===== config.mk =====
export PLATFORM = sky130hd
export DESIGN_NAME = log_trigger
export DESIGN_NICKNAME = d
export VERILOG_FILES = /design/src/rtl/log_trigger.sv
export SDC_FILE = /design/constraint.sdc
export NUM_CORES = 1
export LEC_CHECK = 0
export CAP_MARGIN = 10
export CORE_MARGIN = 3
export CORE_UTILIZATION = 48
export DETAILED_ROUTE_END_ITERATION = 7
export GPL_TIMING_DRIVEN = 0
export MAX_ROUTING_LAYER = met4
export PLACE_DENSITY_LB_ADDON = 0.1
export SYNTH_ARGS = -nofsm -noshare
export SYNTH_HDL_FRONTEND = slang
export SYNTH_SLANG_ARGS = --single-unit

===== constraint.sdc =====
create_clock -name clk -period 4.29 [get_ports clk]
set_input_delay 0.858 -clock clk [delete_from_list [all_inputs] [get_ports clk]]
set_output_delay 0.858 -clock clk [all_outputs]
set_load 0.01 [all_outputs]

===== src/rtl/log_trigger.sv =====
// log_trigger: masked-match capture front-end for the diagnostic logger.
// Emits change-compressed, delta-timestamped words, then starts the drain.
module log_trigger #(
    parameter int PROBE_WIDTH = 28,
    parameter int DEPTH       = 512,
    parameter int CNT_WIDTH   = 10
) (
    input  logic                   clk,
    input  logic                   rst,
    input  logic [PROBE_WIDTH-1:0] probe,
    input  logic                   probe_valid,
    input  logic                   arm,
    input  logic                   abort,
    input  logic [PROBE_WIDTH-1:0] trig_mask,
    input  logic [PROBE_WIDTH-1:0] trig_value,
    input  logic [CNT_WIDTH-1:0]   post_count,
    output logic                   log_wr_en,
    output logic [PROBE_WIDTH+7:0] log_data,
    output logic                   log_rd_start,
    output logic [1:0]             state,
    output logic [CNT_WIDTH-1:0]   word_cnt
);

    typedef enum logic [1:0] {
        IDLE    = 2'd0,
        ARMED   = 2'd1,
        CAPTURE = 2'd2,
        DONE    = 2'd3
    } state_t;

    localparam logic [CNT_WIDTH-1:0] DEPTH_C = CNT_WIDTH'(DEPTH);

    state_t                 state_q;
    state_t                 state_d;
    logic [PROBE_WIDTH-1:0] last_q;
    logic [7:0]             delta_q;
    logic [7:0]             wr_delta;
    logic [CNT_WIDTH-1:0]   limit_q;
    logic [CNT_WIDTH-1:0]   limit_new;
    logic                   trig;
    logic                   changed;
    logic                   wr;
    logic                   load;
    logic                   finish;

    assign trig      = probe_valid &&
                       (((probe ^ trig_value) & trig_mask) == '0);
    assign changed   = (probe != last_q) || (delta_q == 8'hFF);
    assign limit_new = (post_count == '0 || post_count > DEPTH_C) ?
                       DEPTH_C : post_count;
    assign state     = state_q;

    // State register.
    always_ff @(posedge clk or posedge rst) begin
        if (rst) begin
            state_q <= IDLE;
        end else begin
            state_q <= state_d;
        end
    end

    // Next state and per-cycle write/arm/finish decisions.
    // The final write is visible one cycle before DONE, so rd_start
    // lands on the first DONE cycle, after the last log_wr_en.
    always_comb begin
        state_d  = state_q;
        wr       = 1'b0;
        wr_delta = delta_q;
        load     = 1'b0;
        finish   = 1'b0;
        unique case (state_q)
            IDLE, DONE: begin
                if (abort && arm) begin
                    state_d = IDLE;
                end else if (arm) begin
                    state_d = ARMED;
                    load    = 1'b1;
                end
            end
            ARMED: begin
                if (abort) begin
                    state_d = IDLE;
                end else if (trig) begin
                    state_d  = CAPTURE;
                    wr       = 1'b1;
                    wr_delta = 8'd0;
                end
            end
            CAPTURE: begin
                if (abort) begin
                    state_d = IDLE;
                end else if (word_cnt == limit_q) begin
                    state_d = DONE;
                    finish  = 1'b1;
                end else if (probe_valid && changed) begin
                    wr = 1'b1;
                end
            end
        endcase
    end

    // Registered logger interface and capture datapath.
    always_ff @(posedge clk or posedge rst) begin
        if (rst) begin
            log_wr_en    <= 1'b0;
            log_data     <= '0;
            log_rd_start <= 1'b0;
            word_cnt     <= '0;
            delta_q      <= '0;
            last_q       <= '0;
            limit_q      <= '0;
        end else begin
            log_wr_en    <= wr;
            log_rd_start <= finish;
            if (wr) begin
                log_data <= {wr_delta, probe};
                last_q   <= probe;
            end
            if (load) begin
                word_cnt <= '0;
                delta_q  <= '0;
                limit_q  <= limit_new;
            end else if (wr) begin
                word_cnt <= word_cnt + 1'b1;
                delta_q  <= 8'd1;
            end else if (state_q == CAPTURE && delta_q != 8'hFF) begin
                delta_q <= delta_q + 8'd1;
            end
        end
    end

endmodule


## After elaboration in Yosys (flattened, before gate mapping)

Cells that the tools add are included.

| word-level totals | value |
|---|---|
| register bits after elaboration | 96 |
| latch bits | 0 |
| memory bits (writable) | 0 |
| bits in read-only memories | 0 |
| input bits | 99 |
| output and inout port bits | 50 |
| word-level logic and storage cells | 64 |
| memories | 0 |

| cells by class | value |
|---|---|
| $add $sub $neg | 2 |
| $mul | 0 |
| div/mod/pow operators | 0 |
| magnitude comparators | 1 |
| equality and inequality tests | 10 |
| shifts and indexed selects | 0 |
| multiplexer cells | 28 |
| bitwise logic cells | 2 |
| reductions and logical operators | 13 |

Operators by type and width:

| operator | count |
|---|---|
| $mux 8 | 6 |
| $mux 10 | 3 |
| $and 28x28->28 | 1 |
| $logic_not 28->1 | 1 |
| $ne 28x28->1 | 1 |
| $xor 28x28->28 | 1 |
| $mux 2 | 6 |
| $mux 1 | 11 |
| $add 10x1->10 const B | 1 |
| $eq 10x10->1 | 1 |
| $gt 10x10->1 const B | 1 |
| $logic_not 10->1 | 1 |
| $ne 3x3->1 const B | 3 |
| $add 8x1->8 const B | 1 |
| $eq 8x8->1 const B | 1 |
| $ne 8x8->1 const B | 1 |
| $pmux 2 s3 | 1 |
| $eq 2x2->1 const B | 2 |
| $logic_and 1x1->1 | 4 |
| $reduce_and 3->1 | 1 |
| $reduce_bool 3->1 | 1 |
| $eq 2x1->1 const B | 1 |
| $logic_not 2->1 | 1 |
| $logic_or 1x1->1 | 2 |
| 3 further kinds | 3 |

## Logic depth before layout (Yosys ltp)

Gate-level depths: netlist (run 1).

| depth | value |
|---|---|
| word-level depth | 9 |
| gate-level depth with buffers | 9 |
| mapped depth without buffers | 8 |

## Worst setup path after synthesis (run 1)

Ideal clock, no wire load.

| path | value |
|---|---|
| kind | input-to-reg |
| start point | input probe[24] |
| end point | register log_data[10] |
| library setup time | 0.125 ns |
| arrival time | 2.520 ns |
| data required time | 4.165 ns |
| setup slack | 1.645 ns |
| cell stages on the path | 7 |
| path buffers | 1 |
| cell sequence | xor2_1 a222oi_1 nand3_1 nor4_4 o21a_1 buf_2 mux2_2 |

| between the ends | value |
|---|---|
| cells in the longest elaborated chain, start to end | 7 |
| elaborated cells on any way between the ends | 13 |
| classes of those cells | 1 x eq/ne; 6 x mux; 2 x bitwise; 4 x reduce/logical |

RTL lines:

| element | line | RTL |
|---|---|---|
| start, declared | 10 | `input logic [PROBE_WIDTH-1:0] probe,` |
| $ne 28x28->1 or $xor 28x28->28 (tied branches) | 48, 47 |  |
| $logic_or 1x1->1 or $and 28x28->28 (tied branches) | 48, 47 |  |
| $logic_and 1x1->1 or $logic_not 28->1 (tied branches) | 95, 47 |  |
| $mux 1 or $logic_and 1x1->1 (tied branches) | 95, 46 |  |
| $mux 1, on equally long branches | 92, 83 |  |
| $mux 1, on equally long branches | 90, 81 |  |
| $pmux 1 s2 * | 71 | `unique case (state_q)` |
| end signal, assigned | 116 | `log_data <= {wr_delta, probe};` |
| end, declared | 18 | `output logic [PROBE_WIDTH+7:0] log_data,` |

Every way passes the cells marked *; elsewhere a longest branch is shown, timed or not.
A chain may end at the register's enable or synchronous reset.

## Worst setup path in the final report (run 1)

| path | value |
|---|---|
| start point | input probe[24] |
| end point | register log_data[6] |

The elaborated chain is that of the path after synthesis.

==> summary.txt, run 1 <==
Timing
  • Minimum hold slack: a little over 0.5 ns
  • Final setup violation count: 0
  • Clock skew after layout: approximately 0.016 ns
  • Tightest Pin Transition: between 0.8 and 0.9 ns
  • Setup TNS: 0 ns
  • Slew headroom: between 40% and 50%
  • Setup repair after global routing missed its margin: no
  • Period utilization: about three quarters
  • Min Tclk post-route: around 3.1 ns
  • Number of max-slew violations in the final report: 0
  • Final Hold Fails: 0
  • Peak clock frequency supported by timing: 0.318 GHz

Clock tree
  • Setup fix buffers added after clock tree synthesis: 0
  • TritonCTS clock tree: built
  • Number of sinks on the clock net: approximately 70
  • Clock latency at the later pin of the worst-skew pair: between 0.3 and 0.4 ns
  • Clock-pin slew of the registers on the worst-case setup and hold paths: 0.08 ns
  • Clock tree root buffer cell: sky130_fd_sc_hd__clkbuf_8
  • Number of buffers on the longest clock path: 2
  • Post-cts resize count: 0
  • Hold buffer count at cts: 0
  • TritonCTS Buffers: 9
  • H-tree depth: 3

Synthesis
  • Number of synthesis warnings: 0
  • Fraction of synthesized cell area in xor and xnor cells: 17.0%
  • Number of register bits inferred by synthesis: 68
  • Compound-cell area share of the yosys netlist: between 10 and 15%
  • Count of unique library cells instantiated by Yosys: 38
  • Post-synthesis sequential area ratio: a little over two fifths
  • Multiplexer area fraction after synthesis: a little under a tenth
  • Number of enable flip-flop cells after synthesis: 0
  • Synth Cell Area: a little under 4000 sq um
  • Top_reg_cell synth: sky130_fd_sc_hd__dfrtp_1
  • Post-Syn Instances: between 300 and 400
  • Syn_nets: a little under 500
  • Post-synthesis area per instance: approximately 10 sq um
  • Combinational family with the most area after synthesis: XOR/XNOR gates
  • Adder and majority gate portion of the synthesized area: between 1 and 1.5%
  • Simple-Gate Fraction of Synth Area: 14.6%
  • Synth async-reset ratio: between 90% and 100%

Min path
  • Tightest Hold Check Type: reg2reg
  • Endpoint of the worst hold-timing path: limit_q[5]$_DFFE_PP0P_
  • Hold_sp: limit_q[5]$_DFFE_PP0P_
  • Instance count along the most critical hold path: 2

Power
  • Logic gate share of total power: about 44%
  • Share of total power consumed by net switching: about a third
  • Static leakage: 0.00235 uW
  • Total power divided by cell area: slightly above 500 nW/um^2
  • Internal Dissipation: between 1500 and 2000 uW
  • Sequential power share: a little under two fifths
  • Part of the total power dissipated in the clock network: between 10% and 20%
  • Net Sw Power: between 1000 and 1500 uW
  • Worst supply voltage drop on vdd: 0.302 mV

Final layout
  • Antenna Diode Count: 0
  • Layout cell share with drive strength beyond 1: between 10% and 20%
  • Net count, final: ~640
  • Signed area change from the synthesized netlist to the final layout: 46.6%
  • Non-filler instance count after layout: between 600 and 700

Setup path
  • Register-to-register path setup slack: 1.62 ns
  • Crit path launch type: primary input
  • Crit path capture type: flop
  • Kind of critical path: in2reg
  • Number of cells on the worst reg-to-reg path: 8
  • Max FO, Critical Path: 10
  • Endpoint required time on the critical path: between 4 and 5 ns
  • Worst R2R Start: state[0]$_DFFE_PP0P_
  • Arrival time at the worst endpoint: between 3 and 4 ns
  • Worst reg2reg path endpoint: log_data[6]$_DFFE_PP0P_

Floorplan
  • I/O pins: roughly 150
  • Number of placement rows: 32
  • Starting utilization of the core area: between 40% and 50%
  • Die span in y: 95.8 um
  • Core area: between 7000 and 8000 sq um
  • Area of the die: approximately 9000 sq um
  • Die boundary width: about 96 um

Routing
  • Wire length per cell: 17.1 um
  • Total iterations of the first detailed-routing run: 4
  • Ratio of routed vias to standard cells: roughly 5.3
  • Initial detailed-routing violation count: roughly 130
  • Number of routed nets with antenna violations: 0
  • Post-detailed-route DRC marker count: 0
  • Vias post-DR: approximately 3400
  • Final wirelength: 11000 um

Status
  • Status: complete, no violations

Global routing
  • Vias in the first global route: 3475
  • Antenna violations before repair: 0
  • Global route total overflow: 0
  • Global-route usage over all layers: between 20% and 30%
  • Maximum number of pins on one net before global-route repair: between 60 and 70
  • Wire length of the first global-routing pass: 17300 um

Flow run
  • Count of maximum capacitance violations: 0

Place
  • Number of port buffers: 147
  • Routability congestion estimate: approximately 0.9
  • HPWL after detailed placement: ~8700 um
  • Placed Cells incl. Taps: 630
[worst max-delay path by stage]
stage,from,endpoint,slack [ns],cells after the start
global placement,rst,limit_q[7]$_DFFE_PP0P_,0.54,2
finish,probe[24],log_data[6]$_DFFE_PP0P_,1.15,8
floorplan,probe[24],log_data[10]$_DFFE_PP0P_,1.65,7
global route,probe[2],delta_q[2]$_DFFE_PP0P_,0.95,9
detailed placement,probe[2],log_data[6]$_DFFE_PP0P_,0.79,8
CTS,probe[2],log_data[6]$_DFFE_PP0P_,1.14,8
[layer usage]
| metal | track usage (%) | routed length, um | up-vias |
|---|---|---|---|
| met1 | 30.7 | 4570 | 1642 |
| li1 | - | - | 1677 |
| met4 | 7.46 | 212 | 0 |
| met5 | - | 0 | - |
| met3 | 5.47 | 696 | 21 |
| met2 | 43.5 | 5560 | 105 |
[layout by cell type, fill, tap and decap left out, types with 5 or more instances in the layout]
master                            synthesis  final
sky130_fd_sc_hd__nor2_1                  17     17
sky130_fd_sc_hd__nor2b_1                  7      7
sky130_fd_sc_hd__xor2_1                  32     32
sky130_fd_sc_hd__mux2_2                  28     28
sky130_fd_sc_hd__nand4_1                 17     17
sky130_fd_sc_hd__o21ai_0                 22     22
sky130_fd_sc_hd__a22oi_1                 22     22
sky130_fd_sc_hd__nand3_1                  9      9
sky130_fd_sc_hd__a21oi_1                  9      9
sky130_fd_sc_hd__inv_1                   14     13
sky130_fd_sc_hd__dfrtp_1                 68     68
sky130_fd_sc_hd__clkbuf_8                 0      9
sky130_fd_sc_hd__nand2_1                 32     32
sky130_fd_sc_hd__nor4_1                   5      5
sky130_fd_sc_hd__clkdlybuf4s50_1          0    147
sky130_fd_sc_hd__nand2b_1                 9      9
sky130_fd_sc_hd__buf_2                    6      6
sky130_fd_sc_hd__xnor2_1                 43     43
[cell type report]
cell class / count / area, sq um
clock buffer: 9 / 124
clock inverter: 7 / 80.1
sequential: 68 / 1700
multi-input combinational: 288 / 2070
inverter: 14 / 55.1
tap: 102 / 128
timing repair buffer: 147 / 1470
buffer: 11 / 48.8
fill: 605 / 2090
[synthesized netlist by cell type, types with 2 or more instances]
library cell | count | area share, %
sky130_fd_sc_hd__a21oi_1 | 9 | 1.2
sky130_fd_sc_hd__xor2_1 | 32 | 7.2
sky130_fd_sc_hd__clkbuf_1 | 4 | 0.39
sky130_fd_sc_hd__nand2b_1 | 9 | 1.5
sky130_fd_sc_hd__and3_1 | 2 | 0.32
sky130_fd_sc_hd__inv_1 | 14 | 1.4
sky130_fd_sc_hd__nor4_1 | 5 | 0.81
sky130_fd_sc_hd__dfrtp_1 | 68 | 44
sky130_fd_sc_hd__o31ai_1 | 4 | 0.78
sky130_fd_sc_hd__xnor2_1 | 43 | 9.7
sky130_fd_sc_hd__a211oi_1 | 2 | 0.39
sky130_fd_sc_hd__or4_1 | 2 | 0.39
sky130_fd_sc_hd__buf_2 | 6 | 0.78
sky130_fd_sc_hd__nand2_1 | 32 | 3.1
sky130_fd_sc_hd__o22ai_1 | 2 | 0.32
sky130_fd_sc_hd__nor2_1 | 17 | 1.6
sky130_fd_sc_hd__mux2_2 | 28 | 8.1
sky130_fd_sc_hd__mux2i_1 | 4 | 1.0
sky130_fd_sc_hd__ha_1 | 4 | 1.3
sky130_fd_sc_hd__a22oi_1 | 22 | 4.3
sky130_fd_sc_hd__or3_1 | 3 | 0.48
sky130_fd_sc_hd__nand3_1 | 9 | 1.2
sky130_fd_sc_hd__nor2b_1 | 7 | 1.1
sky130_fd_sc_hd__a222oi_1 | 2 | 0.52
sky130_fd_sc_hd__o21ai_0 | 22 | 2.8
sky130_fd_sc_hd__nand4_1 | 17 | 2.7
[critical path, stage by stage]
cell and delay, ns:
sky130_fd_sc_hd__clkdlybuf4s50_1 0.47, sky130_fd_sc_hd__xor2_1 0.22, sky130_fd_sc_hd__a222oi_1 0.36, sky130_fd_sc_hd__nand3_1 0.17
sky130_fd_sc_hd__nor4_4 0.36, sky130_fd_sc_hd__o21a_1 0.20, sky130_fd_sc_hd__buf_2 0.33, sky130_fd_sc_hd__mux2_2 0.38
[state kept, by name, indices dropped and copies added (netlist names)]
signal	cells
delta_q	8
limit_q	10
log_data	36
log_rd_start	1
log_wr_en	1
state	2
word_cnt	10
[metrics by stage]
| stage | area [sq um] | power [uW] | utilization, % | setup slack [ns] |
|---|---|---|---|---|
| after floorplan | 3870 | 1730 | - | 1.65 |
| after global placement | 5470 | 2330 | 70.5 | 0.539 |
| after detailed placement | 5480 | 2370 | 70.5 | 0.788 |
| after CTS | 5680 | 2930 | 73.1 | 1.14 |
| after global routing | 5680 | 3090 | 73.1 | 0.949 |
| final | 5680 | 2910 | 73.1 | 1.15 |
[cells by family (layout without fill, tap and decap cells)]
group / after synthesis / in the layout
simple gates: 108 / 108
xor+xnor: 75 / 75
compound gates: 69 / 69
flops: 68 / 68
mux: 32 / 32
buf+inv: 25 / 188
fa+ha+maj: 4 / 4
[power groups by stage]
stage | Combinational [uW] | Clock, uW | Sequential (uW)
after floorplan | 577 | 0 | 1150
after global placement | 1250 | 0 | 1080
after detailed placement | 1270 | 0 | 1090
after CTS | 1280 | 562 | 1080
after global routing | 1390 | 591 | 1110
final | 1270 | 554 | 1080
No activity file was read; power rests on OpenSTA's default activity.
==> inputs of run 2 (changes only) <==
CORE_UTILIZATION = 40   (was 48)
clock period = 2.5 ns   (was 4.29 ns; I/O delays follow)
==> run 2 against run 1 <==
Net effect: register-to-register slack got worse by 1.5 ns; clock-buffer cell count unchanged; via count decreased by 0.64%; combinational power increased by 76%; utilization shrank 9.8 points; cell area up 4.1%; final cell count is 4.8% higher; setup slack got worse by 1.1 ns; sequential cell count unchanged; die area up 19%; sequential power grew 70%; critical path type unchanged; critical endpoint is now word_cnt[8]$_DFFE_PP0P_.
==> summary.txt, run 2 (synthesis gave the netlist of run 1 again) <==
Floorplan
  • Die boundary width: 104 um (+8.9%)
  • Die span in y: 104 um (+8.9%)
  • I/O pins: 149 (unchanged)
  • Area of the die: 10900 sq um (+19%)
  • Starting utilization of the core area: 41.5% (-8.3 points)
  • Number of placement rows: 35 (+9.4%)
  • Core area: 9330 sq um (+20%)

Final layout
  • Most frequent cells in the layout: sky130_fd_sc_hd__clkdlybuf4s50_1 (120), sky130_fd_sc_hd__dfrtp_1 (68), sky130_fd_sc_hd__xnor2_1 (43)
  • Number of flip-flops in the largest register: 36 (unchanged)
  • Non-filler instance count after layout: 677 (+4.8%)
  • Top Registers: log_data x36, limit_q x10, word_cnt x10
  • Most frequent standard cell in the layout excluding fill and tap cells: sky130_fd_sc_hd__clkdlybuf4s50_1
  • Layout cell share with drive strength beyond 1: 15.0% (+4.9 points)
  • Antenna Diode Count: 0 (unchanged)
  • Signed area change from the synthesized netlist to the final layout: 52.6%
  • Final standard cell utilization of the core: 63.4% (-9.8 points)
  • Largest register by flop count: log_data
  • Net count, final: 646 (+0.62%)

Power
  • Part of the total power dissipated in the clock network: 16.6% (-2.5 points)
  • Internal Dissipation: 3150 uW (+66%)
  • Share of total power consumed by net switching: 35.6% (+0.75 points)
  • Total power divided by cell area: 828 nW/um^2 (+62%)
  • Power Total: 4890 uW (+68%)
  • Worst supply voltage drop on vdd: 0.450 mV (+49%)
  • Static leakage: 0.00258 uW (+9.8%)
  • Sequential power share: 37.7% (+0.5 points)
  • Logic gate share of total power: 45.7% (+1.9 points)
  • Net Sw Power: 1740 uW (+72%)

Place
  • Number of port buffers: 147 (unchanged)
  • Routability congestion estimate: 0.899 (-0.57%)
  • Placed Cells incl. Taps: 657 (+4.3%)
  • HPWL after detailed placement: 8750 um (+0.18%)

Routing
  • Initial detailed-routing violation count: 127 (+1.6%)
  • Wire length per cell: 16.5 um (-3.7%)
  • Final wirelength: 11100 um (+0.96%)
  • Post-detailed-route DRC marker count: 0 (unchanged)
  • Ratio of routed vias to standard cells: 5.06 (-5.2%)
  • Number of routed nets with antenna violations: 0 (unchanged)
  • Vias post-DR: 3423 (-0.64%)
  • Total iterations of the first detailed-routing run: 4 (unchanged)

Timing
  • Min Tclk post-route: approximately 2.4 ns
  • Peak clock frequency supported by timing: 0.413 GHz
  • Final setup violation count: 0 (unchanged)
  • Setup repair after global routing missed its margin: yes
  • Final Hold Fails: 0 (unchanged)
  • Slew headroom: 44.9% (+0.79 points)
  • Period utilization: about 97%
  • Minimum hold slack: 0.494 ns (-0.0197 ns)
  • Clock skew after layout: 0.00911 ns (-0.00737 ns)
  • Tightest Pin Transition: 0.826 ns (-0.0118 ns)
  • Number of max-slew violations in the final report: 0 (unchanged)

Setup path
  • Max FO, Critical Path: 5 (-5)
  • Worst R2R Start: delta_q[0]$_DFFE_PP0P_
  • Number of cells on the worst reg-to-reg path: 8 (unchanged)
  • Crit path cell chain: clkdlybuf4s50_1 -> xor2_1 -> a22oi_1 -> nand4_1 -> nor4_4 -> buf_4 -> nor2_2 -> or4_4 -> a21oi_2
  • Arrival time at the worst endpoint: 2.70 ns (-0.67 ns)
  • Crit path launch type: primary input
  • Worst reg2reg path endpoint: log_data[25]$_DFFE_PP0P_
  • Kind of critical path: in2reg
  • Register-to-register path setup slack: 0.13 ns (-1.49 ns)
  • Crit path capture type: flop
  • Max incr delay on CP: 0.53 ns (+0.06 ns)
  • Critical-path cell with the highest stage delay: sky130_fd_sc_hd__or4_4
  • Endpoint required time on the critical path: 2.78 ns (-1.74 ns)

Status
  • Status: complete, no violations

Global routing
  • Global-route usage over all layers: 21.2% (-4.4 points)
  • Wire length of the first global-routing pass: 17900 um (+3.3%)
  • Maximum number of pins on one net before global-route repair: 69 (unchanged)
  • Global route total overflow: 0 (unchanged)
  • Vias in the first global route: 3518 (+1.2%)
  • Antenna violations before repair: 0 (unchanged)

Min path
  • Instance count along the most critical hold path: 2 (unchanged)
  • Tightest Hold Check Type: reg2reg
  • Endpoint of the worst hold-timing path: limit_q[9]$_DFFE_PP0P_
  • Hold_sp: limit_q[9]$_DFFE_PP0P_

Clock tree
  • Hold buffer count at cts: 0 (unchanged)
  • Clock-pin slew of the registers on the worst-case setup and hold paths: 0.08 ns (about the same)
  • H-tree depth: 3 (unchanged)
  • Number of sinks on the clock net: 68 (unchanged)
  • Clock latency at the later pin of the worst-skew pair: 0.35 ns (about the same)
  • TritonCTS Buffers: 9 (unchanged)
  • Number of buffers on the longest clock path: 2 (unchanged)
  • Clock tree root buffer cell: sky130_fd_sc_hd__clkbuf_8
  • TritonCTS clock tree: built

Flow run
  • Count of maximum capacitance violations: 0 (unchanged)
run 2: what timing repair did:
action / in CTS / in global routing
endpoints found under the hold margin: 0 / 0
endpoints found under the setup margin: 41 / 52
resized for setup: 18 / 40
setup buffers: 2 / 2
pin swaps: 8 / 15
run 2: final cells by class:
class / instances / area [sq um]
tap: 129 / 161
sequential: 68 / 1700
buffer: 11 / 62.6
fill: 823 / 3420
clock buffer: 9 / 124
timing repair buffer: 151 / 1540
multi-input combinational: 288 / 2210
clock inverter: 7 / 52.6
inverter: 14 / 55.1
run 2: worst max-delay path, delay by kind of cell:
family          cells  cell delay (ns)
compound gates      2             0.35
xor+xnor            1             0.16
buf+inv             2             0.59
simple gates        4             1.10
run 2: layer usage:
metal / GRT usage, % / part of all wire (%) / vias to the layer above
li1: - / - / 1672
met1: 27.0 / 43 / 1621
met2: 33.8 / 49 / 113
met3: 3.97 / 5.9 / 17
met4: 7.50 / 2.1 / 0
met5: - / 0 / -
run 2: power by group through the flow:
stage | clock, uW | combinational [uW] | sequential [uW]
final | 812 | 2240 | 1840
after detailed placement | 0 | 2200 | 1860
after floorplan | 0 | 990 | 1970
after global placement | 0 | 2170 | 1850
after global routing | 880 | 2430 | 1910
after CTS | 834 | 2230 | 1840
run 2: worst max path at each step:
stage,slack [ns],end,cells after the start,from
finish,0.08,word_cnt[8]$_DFFE_PP0P_,9,trig_value[10]
global route,-0.05,log_data[22]$_DFFE_PP0P_,8,delta_q[0]$_DFFE_PP0P_
CTS,0.001,word_cnt[8]$_DFFE_PP0P_,9,probe[20]
detailed placement,-0.64,log_data[25]$_DFFE_PP0P_,8,probe[24]
global placement,-0.94,log_data[14]$_DFFE_PP0P_,2,rst
floorplan,0.21,log_data[10]$_DFFE_PP0P_,7,probe[24]
run 2: through the flow:
stage | area, sq um | worst slack, ns | setup TNS [ns]
final | 5910 | 0.0760 | 0
after global routing | 5910 | -0.0529 | -0.932
after CTS | 5740 | 0.00116 | 0
after detailed placement | 5510 | -0.639 | -27.91
after global placement | 5510 | -0.940 | -89.32
after floorplan | 3870 | 0.213 | 0
==> inputs of run 3 (changes only) <==
CORE_UTILIZATION = 44   (was 40)
clock period = 2.3 ns   (was 2.5 ns; I/O delays follow)
==> run 3 against run 2 <==
Net effect: clock-buffer cell count unchanged; clock skew grew 0.0035 ns; the flow now finishes with violations (negative setup slack); total power up 15%; critical path depth fell by 1; cell area is 3.9% higher; combinational power grew 16%; setup slack worse by 0.10 ns; utilization grew 9.9 points; hold slack got worse by 0.061 ns; global-route usage rose by 2.3 points; sequential cell count unchanged.
==> summary.txt, run 3 (synthesis gave the netlist of run 1 again) <==
Status
  • Status: finished with violations
  • Failing checks: negative setup slack

Timing
  • Minimum hold slack: 0.433 ns (-0.0610 ns)
  • Final setup violation count: 21 (+21)
  • Slew headroom: 43.6% (-1.3 points)
  • Final Hold Fails: 0 (unchanged)
  • Smallest setup slack after layout: -0.0284 ns (-0.104 ns)
  • Min Tclk post-route: between 2 and 2.5 ns
  • Peak clock frequency supported by timing: between 0.4 and 0.5 GHz
  • Number of max-slew violations in the final report: 0 (unchanged)
  • Period utilization: 101%
  • Clock skew after layout: 0.0126 ns (+0.00350 ns)
  • Tightest Pin Transition: 0.846 ns (+0.0198 ns)
  • Setup repair after global routing missed its margin: yes

Routing
  • Wire length per cell: 17.9 um (+8.8%)
  • Total iterations of the first detailed-routing run: 4 (unchanged)
  • Initial detailed-routing violation count: 178 (+40%)
  • Vias post-DR: 3541 (+3.4%)
  • Post-detailed-route DRC marker count: 0 (unchanged)
  • Number of routed nets with antenna violations: 0 (unchanged)
  • Ratio of routed vias to standard cells: 5.36 (+6.0%)
  • Final wirelength: 11800 um (+6.2%)

Power
  • Sequential power share: 36.0% (-1.7 points)
  • Part of the total power dissipated in the clock network: 17.8% (+1.2 points)
  • Internal Dissipation: 3620 uW (+15%)
  • Static leakage: 0.00274 uW (+6.0%)
  • Worst supply voltage drop on vdd: 0.583 mV (+29%)
  • Logic gate share of total power: 46.2% (+0.5 points)
  • Share of total power consumed by net switching: 35.5% (-0.090 points)
  • Total power divided by cell area: 915 nW/um^2 (+11%)
  • Net Sw Power: 2000 uW (+15%)

Setup path
  • Worst path buffer plus inverter count: 3 (+1)
  • Crit path cell chain: clkdlybuf4s50_1 -> inv_1 -> a21oi_1 -> nand4_1 -> nor4_4 -> o21a_4 -> clkbuf_16 -> mux2_2
  • Critical-path cell with the highest stage delay: sky130_fd_sc_hd__clkdlybuf4s50_1
  • Endpoint required time on the critical path: 2.53 ns (-0.25 ns)
  • Family with the most delay on the worst path: buffers and inverters
  • Max incr delay on CP: 0.47 ns (-0.06 ns)
  • Arrival time at the worst endpoint: 2.56 ns (-0.14 ns)
  • Crit path capture type: flop
  • Kind of critical path: in2reg
  • Max FO, Critical Path: 7 (+2)
  • Crit path launch type: primary input

Final layout
  • Net count, final: 654 (+1.2%)
  • Largest register by flop count: log_data
  • Antenna Diode Count: 0 (unchanged)
  • Signed area change from the synthesized netlist to the final layout: 58.5%
  • Non-filler instance count after layout: 661 (-2.4%)
  • Top Registers: log_data x36, limit_q x10, word_cnt x10
  • Most frequent cells in the layout: sky130_fd_sc_hd__clkdlybuf4s50_1 (99), sky130_fd_sc_hd__dfrtp_1 (68), sky130_fd_sc_hd__xnor2_1 (41)
  • Number of flip-flops in the largest register: 36 (unchanged)
  • Layout cell share with drive strength beyond 1: 18.2% (+3.2 points)
  • Most frequent standard cell in the layout excluding fill and tap cells: sky130_fd_sc_hd__clkdlybuf4s50_1

Place
  • Routability congestion estimate: 0.928 (+3.2%)
  • Number of port buffers: 147 (unchanged)
  • HPWL after detailed placement: 8740 um (-0.11%)
  • Placed Cells incl. Taps: 633 (-3.7%)

Global routing
  • Maximum number of pins on one net before global-route repair: 69 (unchanged)
  • Global route total overflow: 0 (unchanged)
  • Global-route usage over all layers: 23.5% (+2.3 points)
  • Wire length of the first global-routing pass: 17700 um (-0.66%)
  • Antenna violations before repair: 0 (unchanged)
  • Vias in the first global route: 3631 (+3.2%)

Floorplan
  • Core area: 8380 sq um (-10%)
  • Area of the die: 9970 sq um (-8.6%)
  • Starting utilization of the core area: 46.2% (+4.7 points)
  • Die boundary width: 99.8 um (-4.4%)
  • Number of placement rows: 33 (-5.7%)
  • I/O pins: 149 (unchanged)
  • Die span in y: 99.8 um (-4.4%)

Clock tree
  • TritonCTS clock tree: built
  • TritonCTS Buffers: 9 (unchanged)
  • Clock latency at the later pin of the worst-skew pair: 0.35 ns (about the same)
  • Hold buffer count at cts: 0 (unchanged)
  • H-tree depth: 3 (unchanged)
  • Number of buffers on the longest clock path: 2 (unchanged)
  • Clock-pin slew of the registers on the worst-case setup and hold paths: 0.07 ns (about the same)
  • Number of sinks on the clock net: 68 (unchanged)
  • Clock tree root buffer cell: sky130_fd_sc_hd__clkbuf_8

Flow run
  • Count of maximum capacitance violations: 0 (unchanged)

Min path
  • Tightest Hold Check Type: in2reg
## run 3: metrics by stage
step / utilization (%) / total power (uW) / worst slack [ns] / setup TNS, ns / instance area, sq um
after floorplan: - / 3220 / 0.0532 / 0 / 3870
after CTS: 69.6 / 5480 / -0.000617 / -0.000617 / 5830
after global placement: 65.3 / 4360 / -1.06 / -105.84 / 5480
final: 73.3 / 5620 / -0.0284 / -0.237 / 6140
after global routing: 73.3 / 5960 / -0.0267 / -0.383 / 6140
after detailed placement: 65.4 / 4430 / -0.789 / -36.62 / 5480
## run 3: cell type report
| cell class | instances | area [sq um] |
|---|---|---|
| clock inverters | 7 | 75.1 |
| fillers | 630 | 2240 |
| flip-flops and latches | 68 | 1700 |
| inverters | 14 | 55.1 |
| clock buffers | 9 | 124 |
| plain buffers | 11 | 86.3 |
| multi-input cells | 288 | 2350 |
| well taps | 105 | 131 |
| repair buffers | 159 | 1620 |
## run 3: timing repair
item | 4_1_cts | 5_1_grt
pin swaps | 21 | 25
setup buffers | 4 | 4
gates cloned | 2 | 2
endpoints found under the setup margin | 53 | 54
gates resized for setup | 56 | 63
## run 3: power groups by stage
stage	sequential (uW)	clock [uW]	combinational, uW
2_1_floorplan	2150	0	1080
3_3_place_gp	2010	0	2340
3_5_place_dp	2030	0	2390
4_1_cts	2010	1020	2450
5_1_grt	2090	1060	2810
6_report	2020	1000	2600
## run 3: final timing paths
kind / start / to / slack [ns] / depth (start not counted)
setup / recovery: probe_valid / log_data[25]$_DFFE_PP0P_ / -0.03 / 8
hold / removal: probe[24] / log_data[24]$_DFFE_PP0P_ / 0.43 / 2
setup reg to reg: log_data[17]$_DFFE_PP0P_ / log_data[8]$_DFFE_PP0P_ / 0.06 / 7
hold reg to reg: limit_q[9]$_DFFE_PP0P_ / limit_q[9]$_DFFE_PP0P_ / 0.50 / 2
max in group asynchronous: rst / log_data[21]$_DFFE_PP0P_ / 1.11 / 2
min in group asynchronous: rst / log_data[7]$_DFFE_PP0P_ / 0.61 / 2
## run 3: routing by layer
metal,GRT usage (%),up-vias,wire length [um]
li1,-,1674,-
met1,29.4,1714,5040
met2,38.7,133,5790
met3,3.75,20,774
met4,8.61,0,231
met5,-,-,0
